[src/rtl/multi_debounce.sv]
// multi_debounce: N_CH independent switch debouncers sharing one sample tick.
// Each raw input is synchronised, then a per-channel 4-state FSM decides when
// the level is trusted. MODE 0 waits for N_STABLE quiet ticks before moving db.
// MODE 1 moves db on the first edge, then locks out further changes for
// N_STABLE ticks.

module multi_debounce_lane #(
  parameter int N_STABLE = 3,
  parameter int MODE     = 0
) (
  input  logic clk,
  input  logic reset,
  input  logic s,
  input  logic tick,
  output logic db,
  output logic rise,
  output logic fall
);

  localparam int CW = $clog2(N_STABLE + 1);
  localparam logic [CW-1:0] LAST = CW'(N_STABLE - 1);

  localparam logic [1:0] STABLE0 = 2'd0;
  localparam logic [1:0] WAIT1   = 2'd1;
  localparam logic [1:0] STABLE1 = 2'd2;
  localparam logic [1:0] WAIT0   = 2'd3;

  logic [1:0]    state;
  logic [CW-1:0] cnt;
  logic          last_tick;

  // The final tick of a wait window: the cnt-th tick closes the window.
  assign last_tick = tick && (cnt == LAST);

  generate
    if (MODE == 0) begin : g_delayed
      // Delayed mode: db only changes after s has held for N_STABLE ticks.
      // Any return of s to the old level aborts the wait silently.
      always_ff @(posedge clk) begin
        if (reset) begin
          state <= STABLE0;
          cnt   <= '0;
          db    <= 1'b0;
          rise  <= 1'b0;
          fall  <= 1'b0;
        end else begin
          rise <= 1'b0;
          fall <= 1'b0;
          case (state)
            STABLE0: begin
              if (s) begin
                state <= WAIT1;
                cnt   <= '0;
              end
            end
            WAIT1: begin
              if (!s) begin
                state <= STABLE0;
              end else if (last_tick) begin
                state <= STABLE1;
                db    <= 1'b1;
                rise  <= 1'b1;
              end else if (tick) begin
                cnt <= cnt + 1'b1;
              end
            end
            STABLE1: begin
              if (!s) begin
                state <= WAIT0;
                cnt   <= '0;
              end
            end
            WAIT0: begin
              if (s) begin
                state <= STABLE1;
              end else if (last_tick) begin
                state <= STABLE0;
                db    <= 1'b0;
                fall  <= 1'b1;
              end else if (tick) begin
                cnt <= cnt + 1'b1;
              end
            end
            default: begin
              state <= STABLE0;
              cnt   <= '0;
              db    <= 1'b0;
            end
          endcase
        end
      end
    end else begin : g_early
      // Early mode: db follows the first edge at once, then s is ignored
      // until the lockout ends; the level seen then decides the final state.
      always_ff @(posedge clk) begin
        if (reset) begin
          state <= STABLE0;
          cnt   <= '0;
          db    <= 1'b0;
          rise  <= 1'b0;
          fall  <= 1'b0;
        end else begin
          rise <= 1'b0;
          fall <= 1'b0;
          case (state)
            STABLE0: begin
              if (s) begin
                state <= WAIT1;
                cnt   <= '0;
                db    <= 1'b1;
                rise  <= 1'b1;
              end
            end
            WAIT1: begin
              if (last_tick) begin
                if (s) begin
                  state <= STABLE1;
                end else begin
                  state <= STABLE0;
                  db    <= 1'b0;
                  fall  <= 1'b1;
                end
              end else if (tick) begin
                cnt <= cnt + 1'b1;
              end
            end
            STABLE1: begin
              if (!s) begin
                state <= WAIT0;
                cnt   <= '0;
                db    <= 1'b0;
                fall  <= 1'b1;
              end
            end
            WAIT0: begin
              if (last_tick) begin
                if (!s) begin
                  state <= STABLE0;
                end else begin
                  state <= STABLE1;
                  db    <= 1'b1;
                  rise  <= 1'b1;
                end
              end else if (tick) begin
                cnt <= cnt + 1'b1;
              end
            end
            default: begin
              state <= STABLE0;
              cnt   <= '0;
              db    <= 1'b0;
            end
          endcase
        end
      end
    end
  endgenerate

endmodule

module multi_debounce #(
  parameter int N_CH        = 4,
  parameter int TICK_DIV    = 1_000_000,
  parameter int N_STABLE    = 3,
  parameter int MODE        = 0,
  parameter int SYNC_STAGES = 2
) (
  input  logic            clk,
  input  logic            reset,
  input  logic [N_CH-1:0] sw,
  output logic [N_CH-1:0] db,
  output logic [N_CH-1:0] rise,
  output logic [N_CH-1:0] fall,
  output logic            m_tick
);

  localparam int TW = $clog2(TICK_DIV);
  localparam logic [TW-1:0] TICK_LAST = TW'(TICK_DIV - 1);

  logic [N_CH-1:0][SYNC_STAGES-1:0] sync_q;
  logic [N_CH-1:0]                  s;
  logic [TW-1:0]                    tick_cnt;
  logic [TW-1:0]                    tick_nxt;

  // Synchroniser chains: bit 0 samples the raw pin, the top bit is trusted.
  always_ff @(posedge clk) begin
    if (reset) begin
      sync_q <= '0;
    end else begin
      for (int i = 0; i < N_CH; i++) begin
        sync_q[i] <= {sync_q[i][SYNC_STAGES-2:0], sw[i]};
      end
    end
  end

  // Next value of the shared wrapping tick counter.
  always_comb begin
    tick_nxt = tick_cnt + 1'b1;
    if (tick_cnt == TICK_LAST) tick_nxt = '0;
  end

  // Tick counter plus a registered flag that is high while the counter
  // holds its terminal value, so m_tick is glitch free.
  always_ff @(posedge clk) begin
    if (reset) begin
      tick_cnt <= '0;
      m_tick   <= 1'b0;
    end else begin
      tick_cnt <= tick_nxt;
      m_tick   <= (tick_nxt == TICK_LAST);
    end
  end

  generate
    for (genvar i = 0; i < N_CH; i++) begin : g_lane
      assign s[i] = sync_q[i][SYNC_STAGES-1];

      multi_debounce_lane #(
        .N_STABLE (N_STABLE),
        .MODE     (MODE)
      ) u_lane (
        .clk   (clk),
        .reset (reset),
        .s     (s[i]),
        .tick  (m_tick),
        .db    (db[i]),
        .rise  (rise[i]),
        .fall  (fall[i])
      );
    end
  endgenerate

endmodule

[config.mk]
export PLATFORM = sky130hd
export DESIGN_NAME = multi_debounce
export DESIGN_NICKNAME = d
export VERILOG_FILES = /design/src/rtl/multi_debounce.sv
export SDC_FILE = /design/constraint.sdc
export NUM_CORES = 1
export LEC_CHECK = 0
export ABC_AREA = 1
export CAP_MARGIN = 25
export CORE_ASPECT_RATIO = 0.5
export CORE_MARGIN = 2
export CORE_UTILIZATION = 50
export DETAILED_ROUTE_END_ITERATION = 8
export DONT_BUFFER_PORTS = 1
export PLACE_DENSITY = 0.68
export SYNTH_ARGS = -nofsm -noshare
export SYNTH_HDL_FRONTEND = slang
export SYNTH_SLANG_ARGS = --single-unit
[constraint.sdc]
create_clock -name clk -period 1.5 [get_ports clk]
set_input_delay 0.3 -clock clk [delete_from_list [all_inputs] [get_ports clk]]
set_output_delay 0.3 -clock clk [all_outputs]
set_load 0.01 [all_outputs]
==> parameters.txt, run 1 <==
Parameter                              Value

Status
  Result of the run    finished, final reports clean

Worst setup path
  Type of element capturing the critical path    flip-flop
  Setup crit start kind    flip-flop
  Maximum cell stage delay along the critical path    approximately 0.37 ns
  Family with the most delay on the worst path    simple AND/OR/NAND/NOR gates
  R2r startpoint    tick_cnt[0]
  End of the worst register-to-register path    m_tick
  Worst setup path category    flip-flop to flip-flop
  Worst-path cell with the longest stage delay    sky130_fd_sc_hd__dfxtp_4
  Worst setup slack for register-to-register paths    0.01 ns
  Worst path bufs/invs    0
  Data arrival time of the critical path    1.76 ns
  Peak fanout along the critical path    4
  R2R depth    9
  Crit path required time    1.78 ns
  Cell Chain, Critical Path    ha_4 -> nand3_2 -> nor2_4 -> nand2_2 -> xor2_2 -> nand2_1 -> nor2_2 -> nand3_1 -> nor2_1

Timing
  Final period utilization    0.990
  Least-Margin Pin Slew    ~0.31 ns
  Tmin final    1.49 ns
  Pins Over Slew Limit    0
  RSZ-0062 raised after global routing    true
  Count of endpoints failing setup in the final report    0
  Rel. slew slack    0.792
  Upper clock frequency limit    0.673 GHz
  Layout Skew    between 0.009 and 0.01 ns
  Number of hold violations in the final report    0
  Crit path setup slack, layout    0.0146 ns

Placement
  Placed cell count    423
  Pre-CTS worst setup slack    -0.174 ns
  Port-buffer cells    0
  Dpl hpwl    approximately 3800 um
  Cell area after placement    ~2600 um2
  Weighted congestion reported at the end of routability-driven placement    0.980

Route
  Detailed Route WL    5430 um
  Vias after detailed routing    between 2000 and 2500
  1st-pass router iterations    4
  Number of nets with antenna violations after detailed routing    0
  Wire per inst    12.2 um
  Via density per instance    4.96
  First DRT Iteration DRCs    63
  Number of DRC violations after detailed routing    0

Clock tree
  Sink Count    57
  Clock buffer depth    2
  Clock slew at reported path FFs    0.07 ns
  CTS Root Cell    sky130_fd_sc_hd__clkbuf_8
  Inserted Clock Buffers    9
  CTS tree    built
  Clock latency of the later-clocked register in the worst-skew pair    0.35 ns
  Depth of the CTS H-tree    3

Final layout
  Final standard cell count with taps included and fillers excluded    444
  Area of all placed cells without fillers    roughly 3000 um2
  Layout net count    380
  Synthesis-to-finish area growth    15.9%
  Layout cell share with drive strength beyond 1    0.158
  Inserted Diodes    0
  Commonest non-fill, non-tap cell in the layout    sky130_fd_sc_hd__nor2_1
  Post-Route Utilization    0.606
  Most frequent cells in the layout    sky130_fd_sc_hd__nor2_1 (74), sky130_fd_sc_hd__nand2_1 (55), sky130_fd_sc_hd__inv_1 (46), sky130_fd_sc_hd__dfxtp_1 (46), sky130_fd_sc_hd__nand3_1 (18)

Yosys
  #FFs+latches synth    57
  Post-Syn Area per Cell    7.19 um2
  Post-Synth XOR/XNOR Area    0.0269
  Basic-gate share of the synthesized area counting and, or, nand and nor cells    0.317
  Syn Inst Count    362
  Synth Area in Adders    0.0240
  Mapped cell area    2600 um2
  Dominant cell type by area after synthesis    sky130_fd_sc_hd__dfxtp_1
  Count of yosys warnings during synthesis    0
  Synth top area share    0.438
  Complex-gate fraction of the synthesized area    0.0827
  Post-synth net total    roughly 370
  Mux cell area share after synthesis    0
  Distinct cell type count after synthesis    28
  Sequential cell area fraction in the yosys report    0.438
  Dominant cells by area after synthesis    sky130_fd_sc_hd__dfxtp_1 (44%), sky130_fd_sc_hd__nor2_1 (11%), sky130_fd_sc_hd__nand2_1 (8.5%)
  Largest family of logic cells by synthesized area    simple AND/OR/NAND/NOR gates

Pwr
  Switching part of the total    0.204
  Flop pwr share    0.455
  Power density over cell area    approximately 1100 nW/um2
  Switching power total    ~700 uW
  Total internal power    2.74 mW
  Clock group share of total power    0.513
  VDD IR-drop max    about 560 uV
  Proportion of power drawn by combinational gates    0.032
  Leak    1.20 nW

Hold path
  Hold WC Path Type    primary input to flip-flop
  Startpoint of the worst hold path    reset
  Worst hold path stage count    1
  Hold endpoint    sync_q[2]

Floorplan
  Horizontal extent of the die    106 um
  Number of ports placed on the die boundary    19
  Starting density of the core    0.523
  Die boundary height    around 55 um
  Number of core rows    18
  Die area    5830 um2
  Core area    4980 um2

Global routing
  First-pass GRT wire length    9040 um
  Maximum number of pins on one net before global-route repair    46
  Overall routing resource usage    0.212
  Final global-route overflow total    0
  Number of global-route vias before repair    2004
  Initial antenna violation count    0

Run
  Number of max-capacitance violations reported    0
## state kept, by name (all words and copies together) (netlist names), named ones only
name,count
g_lane.u_lane.fall,4
g_lane.u_lane.rise,4
tick_cnt,20
m_tick,1
g_lane.u_lane.state,4
sync_q,4
g_lane.u_lane.cnt,8
g_lane.u_lane.db,4
s,4
## cell usage after synthesis (all sizes together)
| cell type | instances |
|---|---|
| nand3b | 1 |
| a21oi | 15 |
| buf | 12 |
| inv | 47 |
| o22ai | 1 |
| o21bai | 3 |
| xnor2 | 3 |
| nand4 | 6 |
| clkinv | 1 |
| clkbuf | 5 |
| nand3 | 20 |
| dfxtp | 57 |
| or3b | 1 |
| xor2 | 5 |
| o211a | 2 |
| a211oi | 3 |
| ha | 5 |
| o21ai | 13 |
| nor3 | 14 |
| nand2 | 62 |
| nor2 | 83 |
| nor4 | 3 |
## final cells by class
type / count / area, um2
inverter: 48 / 180
clock inverter: 5 / 103
tap: 70 / 87.6
fill: 471 / 1960
multi-input combinational: 240 / 1240
sequential: 57 / 1160
clock buffer: 11 / 141
timing repair buffer: 13 / 109
## cell families after synthesis
| kind of cell | Yosys count |
|---|---|
| buffers and inverters | 65 |
| AO/OA/AOI/OAI | 37 |
| XOR/XNOR | 8 |
| adder cells (fa/ha/maj) | 5 |
| AND/OR/NAND/NOR | 190 |
| flip-flops | 57 |
## per-layer routing
| layer | up-vias | global-route usage | part of all wire |
|---|---|---|---|
| li1 | 1150 | - | - |
| met1 | 996 | 0.235 | 0.47 |
| met2 | 44 | 0.382 | 0.46 |
| met3 | 14 | 0.0890 | 0.049 |
| met4 | 0 | 0.0811 | 0.022 |
| met5 | - | 0 | 0 |
## per-stage QoR
| stage | power (mW) | TNS [ns] | hold WS, ns |
|---|---|---|---|
| 4_1_cts | 3.48 | 0 | 0.000156 |
| 2_1_floorplan | 1.67 | 0 | 0.388 |
| 3_5_place_dp | 1.68 | -0.174 | 0.376 |
| 5_1_grt | 3.57 | -0.259 | 0.000523 |
| 3_3_place_gp | 1.68 | -0.106 | 0.373 |
| 6_report | 3.44 | 0 | 0.0225 |
## how the worst max path moves through the flow
| stage | from | cells after the start | slack (ns) | to |
|---|---|---|---|---|
| 5_1_grt | tick_cnt[0] | 10 | -0.11 | m_tick |
| 4_1_cts | tick_cnt[0] | 11 | 0.004 | m_tick |
| 3_5_place_dp | tick_cnt[0] | 10 | -0.17 | m_tick |
| 6_report | tick_cnt[0] | 9 | 0.01 | m_tick |
| 2_1_floorplan | tick_cnt[0] | 10 | 0.02 | m_tick |
| 3_3_place_gp | tick_cnt[0] | 10 | -0.11 | m_tick |
## power groups by stage
stage / clock (mW) / combinational, mW / sequential [mW]
after CTS: 1.81 / 0.104 / 1.56
after global placement: 0 / 0.0855 / 1.59
after detailed placement: 0 / 0.0898 / 1.59
after floorplan: 0 / 0.0794 / 1.59
after global routing: 1.88 / 0.126 / 1.57
final: 1.77 / 0.109 / 1.56
## what timing repair did
item	in CTS	in global routing
cloned	0	0
resized for setup	18	11
endpoints found under the hold margin	1	4
buffers inserted	2	0
endpoints found under the setup margin	2	5
hold buffers	2	1
pin swaps	9	5
Power figures use the tool's default switching activity.
==> run 2, diff against run 1 <==
SKIP_CTS_REPAIR_TIMING = 1   (was not set)
==> run 2 against run 1 <==
Effect of this change:
- largest cell class unchanged
- largest power group unchanged
- cell count down 0.68%
- power up 0.18%
- the run now ends with negative setup slack left
- critical path depth up 1
- highest routed layer unchanged
==> parameters.txt, run 2 (synthesis gave the netlist of run 1 again) <==
Parameter                              Value

Status
  Result of the run    finished, violations left
  Violations in the final reports    negative setup slack

Worst setup path
  Worst setup path category    flip-flop to flip-flop
  R2R depth    10 (+1)
  End of the critical path    m_tick
  Worst-path cell with the longest stage delay    sky130_fd_sc_hd__dfxtp_4
  Peak fanout along the critical path    3 (-1)
  End of the worst register-to-register path    m_tick
  Maximum cell stage delay along the critical path    0.37 ns (about the same)
  Launch point of the worst path    tick_cnt[0]
  Cell Chain, Critical Path    ha_4 -> nand2_2 -> nor2_4 -> nand2_2 -> xor2_2 -> nor2_2 -> nand2_1 -> nor2_2 -> nand3_1 -> nor2_1
  Worst setup slack for register-to-register paths    -0.04 ns (-0.06 ns)
  Type of element capturing the critical path    flip-flop
  Setup crit start kind    flip-flop
  Crit path required time    1.78 ns (about the same)
  Data arrival time of the critical path    1.82 ns (+0.06 ns)
  R2r startpoint    tick_cnt[0]

Floorplan
  Number of ports placed on the die boundary    19 (unchanged)
  Core area    4980 um2 (unchanged)
  Number of core rows    18 (unchanged)
  Die boundary height    55.0 um (unchanged)
  Horizontal extent of the die    106 um (unchanged)
  Starting density of the core    0.523 (unchanged)
  Die area    5830 um2 (unchanged)

Clock tree
  Depth of the CTS H-tree    3 (unchanged)
  CTS tree    built
  Clock slew at reported path FFs    0.06 ns (about the same)
  Clock latency of the later-clocked register in the worst-skew pair    0.35 ns (about the same)
  CTS Root Cell    sky130_fd_sc_hd__clkbuf_8
  Sink Count    57 (unchanged)
  Inserted Clock Buffers    9 (unchanged)
  Clock buffer depth    2 (unchanged)

Final layout
  Layout net count    377 (-0.79%)
  Area occupied by multi-input gates    1240 um2 (+0.61%)
  Commonest non-fill, non-tap cell in the layout    sky130_fd_sc_hd__nor2_1
  Largest registers    tick_cnt (20), g_lane.u_lane.cnt (8)
  Count of filler cells inserted in the layout    467 (-0.85%)
  Layout cell share with drive strength beyond 1    0.156 (-0.00142)
  Largest register FFs    20 (unchanged)
  Register ranked first by flip-flop count    tick_cnt
  Synthesis-to-finish area growth    15.3%
  Area of all sequential standard cells    1160 um2 (-0.11%)
  Most frequent cells in the layout    sky130_fd_sc_hd__nor2_1 (74), sky130_fd_sc_hd__nand2_1 (52), sky130_fd_sc_hd__dfxtp_1 (49), sky130_fd_sc_hd__inv_1 (46), sky130_fd_sc_hd__nand3_1 (18)
  Area of all placed cells without fillers    3000 um2 (-0.50%)
  Inserted Diodes    0 (unchanged)

Timing
  Number of hold violations in the final report    0 (unchanged)
  Rel. slew slack    0.774 (-0.0182)
  RSZ-0062 raised after global routing    true
  Pins Over Slew Limit    0 (unchanged)
  Final period utilization    1.03 (+0.0374)
  Count of endpoints failing setup in the final report    1 (+1)
  Crit path setup slack, layout    -0.0414 ns (-0.0560 ns)
  Total negative slack    -0.0414 ns (-0.0414 ns)
  Layout Skew    0.00843 ns (-0.00114 ns)
  Tmin final    1.54 ns (+0.0560 ns)
  Upper clock frequency limit    0.649 GHz (-3.6%)
  Least-Margin Pin Slew    0.337 ns (+0.0276 ns)

Pwr
  Clock group share of total power    0.515 (+0.002)
  Overall Power    3.44 mW (+0.18%)
  Switching power total    708 uW (+1.1%)
  Total internal power    2.74 mW (about the same)
  Flop pwr share    0.454 (about the same)
  VDD IR-drop max    558 uV (about the same)
  Power density over cell area    1150 nW/um2 (+0.68%)
  Leak    1.19 nW (-1.1%)
  Proportion of power drawn by combinational gates    0.031 (about the same)
  Switching part of the total    0.205 (+0.00187)

Placement
  Port-buffer cells    0 (unchanged)
  Dpl hpwl    3780 um (unchanged)
  Weighted congestion reported at the end of routability-driven placement    0.980 (unchanged)
  Cell area after placement    2640 um2 (unchanged)

Route
  Number of nets with antenna violations after detailed routing    0 (unchanged)
  Met3 Routed Length    228 um (-15%)
  Detailed Route WL    5380 um (-0.88%)
  1st-pass router iterations    4 (unchanged)
  Top Metal Used    met4
  Met2 wire len    2460 um (-1.7%)
  Wire per inst    12.2 um (-0.21%)
  Number of DRC violations after detailed routing    0 (unchanged)
  Via density per instance    4.97 (+0.13%)
  Vias after detailed routing    2192 (-0.54%)
  First DRT Iteration DRCs    69 (+9.5%)
  WL met1    2540 um (about the same)

Global routing
  First-pass GRT wire length    8640 um (-4.4%)
  Final global-route overflow total    0 (unchanged)
  Maximum number of pins on one net before global-route repair    46 (unchanged)
  Overall routing resource usage    0.203 (-0.00933)
  Number of global-route vias before repair    1931 (-3.6%)
  Initial antenna violation count    0 (unchanged)

Hold path
  Hold WC Path Type    primary input to flip-flop

Run
  Number of max-capacitance violations reported    0 (unchanged)
[run 2: cell count changes in the layout (fill, tap and decap cells not counted), moves of 2 or more]
cell,delta
sky130_fd_sc_hd__nand2_2,+3
sky130_fd_sc_hd__nand2_1,-3
sky130_fd_sc_hd__dfxtp_1,+3
sky130_fd_sc_hd__buf_4,-2
sky130_fd_sc_hd__dlygate4sd3_1,-2
sky130_fd_sc_hd__dfxtp_2,-4
[run 2: worst min-delay path by stage]
stage / end / cells past startpoint / slack (ns) / from
after global routing: tick_cnt[4] / 1 / -0.0004 / reset
after CTS: g_lane[3].u_lane.db / 1 / -0.002 / reset
after detailed placement: g_lane[0].u_lane.db / 1 / 0.38 / reset
final: sync_q[2] / 1 / 0.02 / reset
after global placement: g_lane[0].u_lane.db / 1 / 0.37 / reset
after floorplan: s[0] / 2 / 0.39 / sync_q[0]
[run 2: critical path: cells and delay by family, from the launching register on]
kind / cells / cell delay, ns
xor+xnor: 1 / 0.17
fa+ha+maj: 1 / 0.15
flops: 1 / 0.37
simple gates: 8 / 0.81
[run 2: routing by layer]
metal	GRT usage	up-vias
li1	-	1147
met5	0	-
met1	0.230	990
met3	0.0890	15
met2	0.347	40
met4	0.0899	0
[run 2: area by class of cell]
| cell class | instances | share of cell area |
|---|---|---|
| Clock inverter | 5 | 0.0342 |
| Multi-Input combinational cell | 240 | 0.415 |
| Timing Repair Buffer | 10 | 0.0284 |
| Tap cell | 70 | 0.0292 |
| Inverter | 48 | 0.0609 |
| Clock buffer | 11 | 0.0471 |
| Sequential cell | 57 | 0.385 |
[run 2: through the flow]
stage,setup slack (ns),hold slack [ns],utilization,instances
3_3_place_gp,-0.106,0.373,0.531,423
4_1_cts,-0.192,-0.00162,0.580,439
2_1_floorplan,0.0172,0.388,-,362
3_5_place_dp,-0.174,0.376,0.531,423
5_1_grt,-0.163,-0.000427,0.603,441
6_report,-0.0414,0.0241,0.603,441
[run 2: power by group through the flow]
stage          logic [mW]  registers [mW]  clock network, mW
6_report            0.107            1.56               1.77
5_1_grt             0.124            1.57               1.88
4_1_cts            0.0905            1.56               1.81
3_5_place_dp       0.0898            1.59                  0
3_3_place_gp       0.0855            1.59                  0
2_1_floorplan      0.0794            1.59                  0
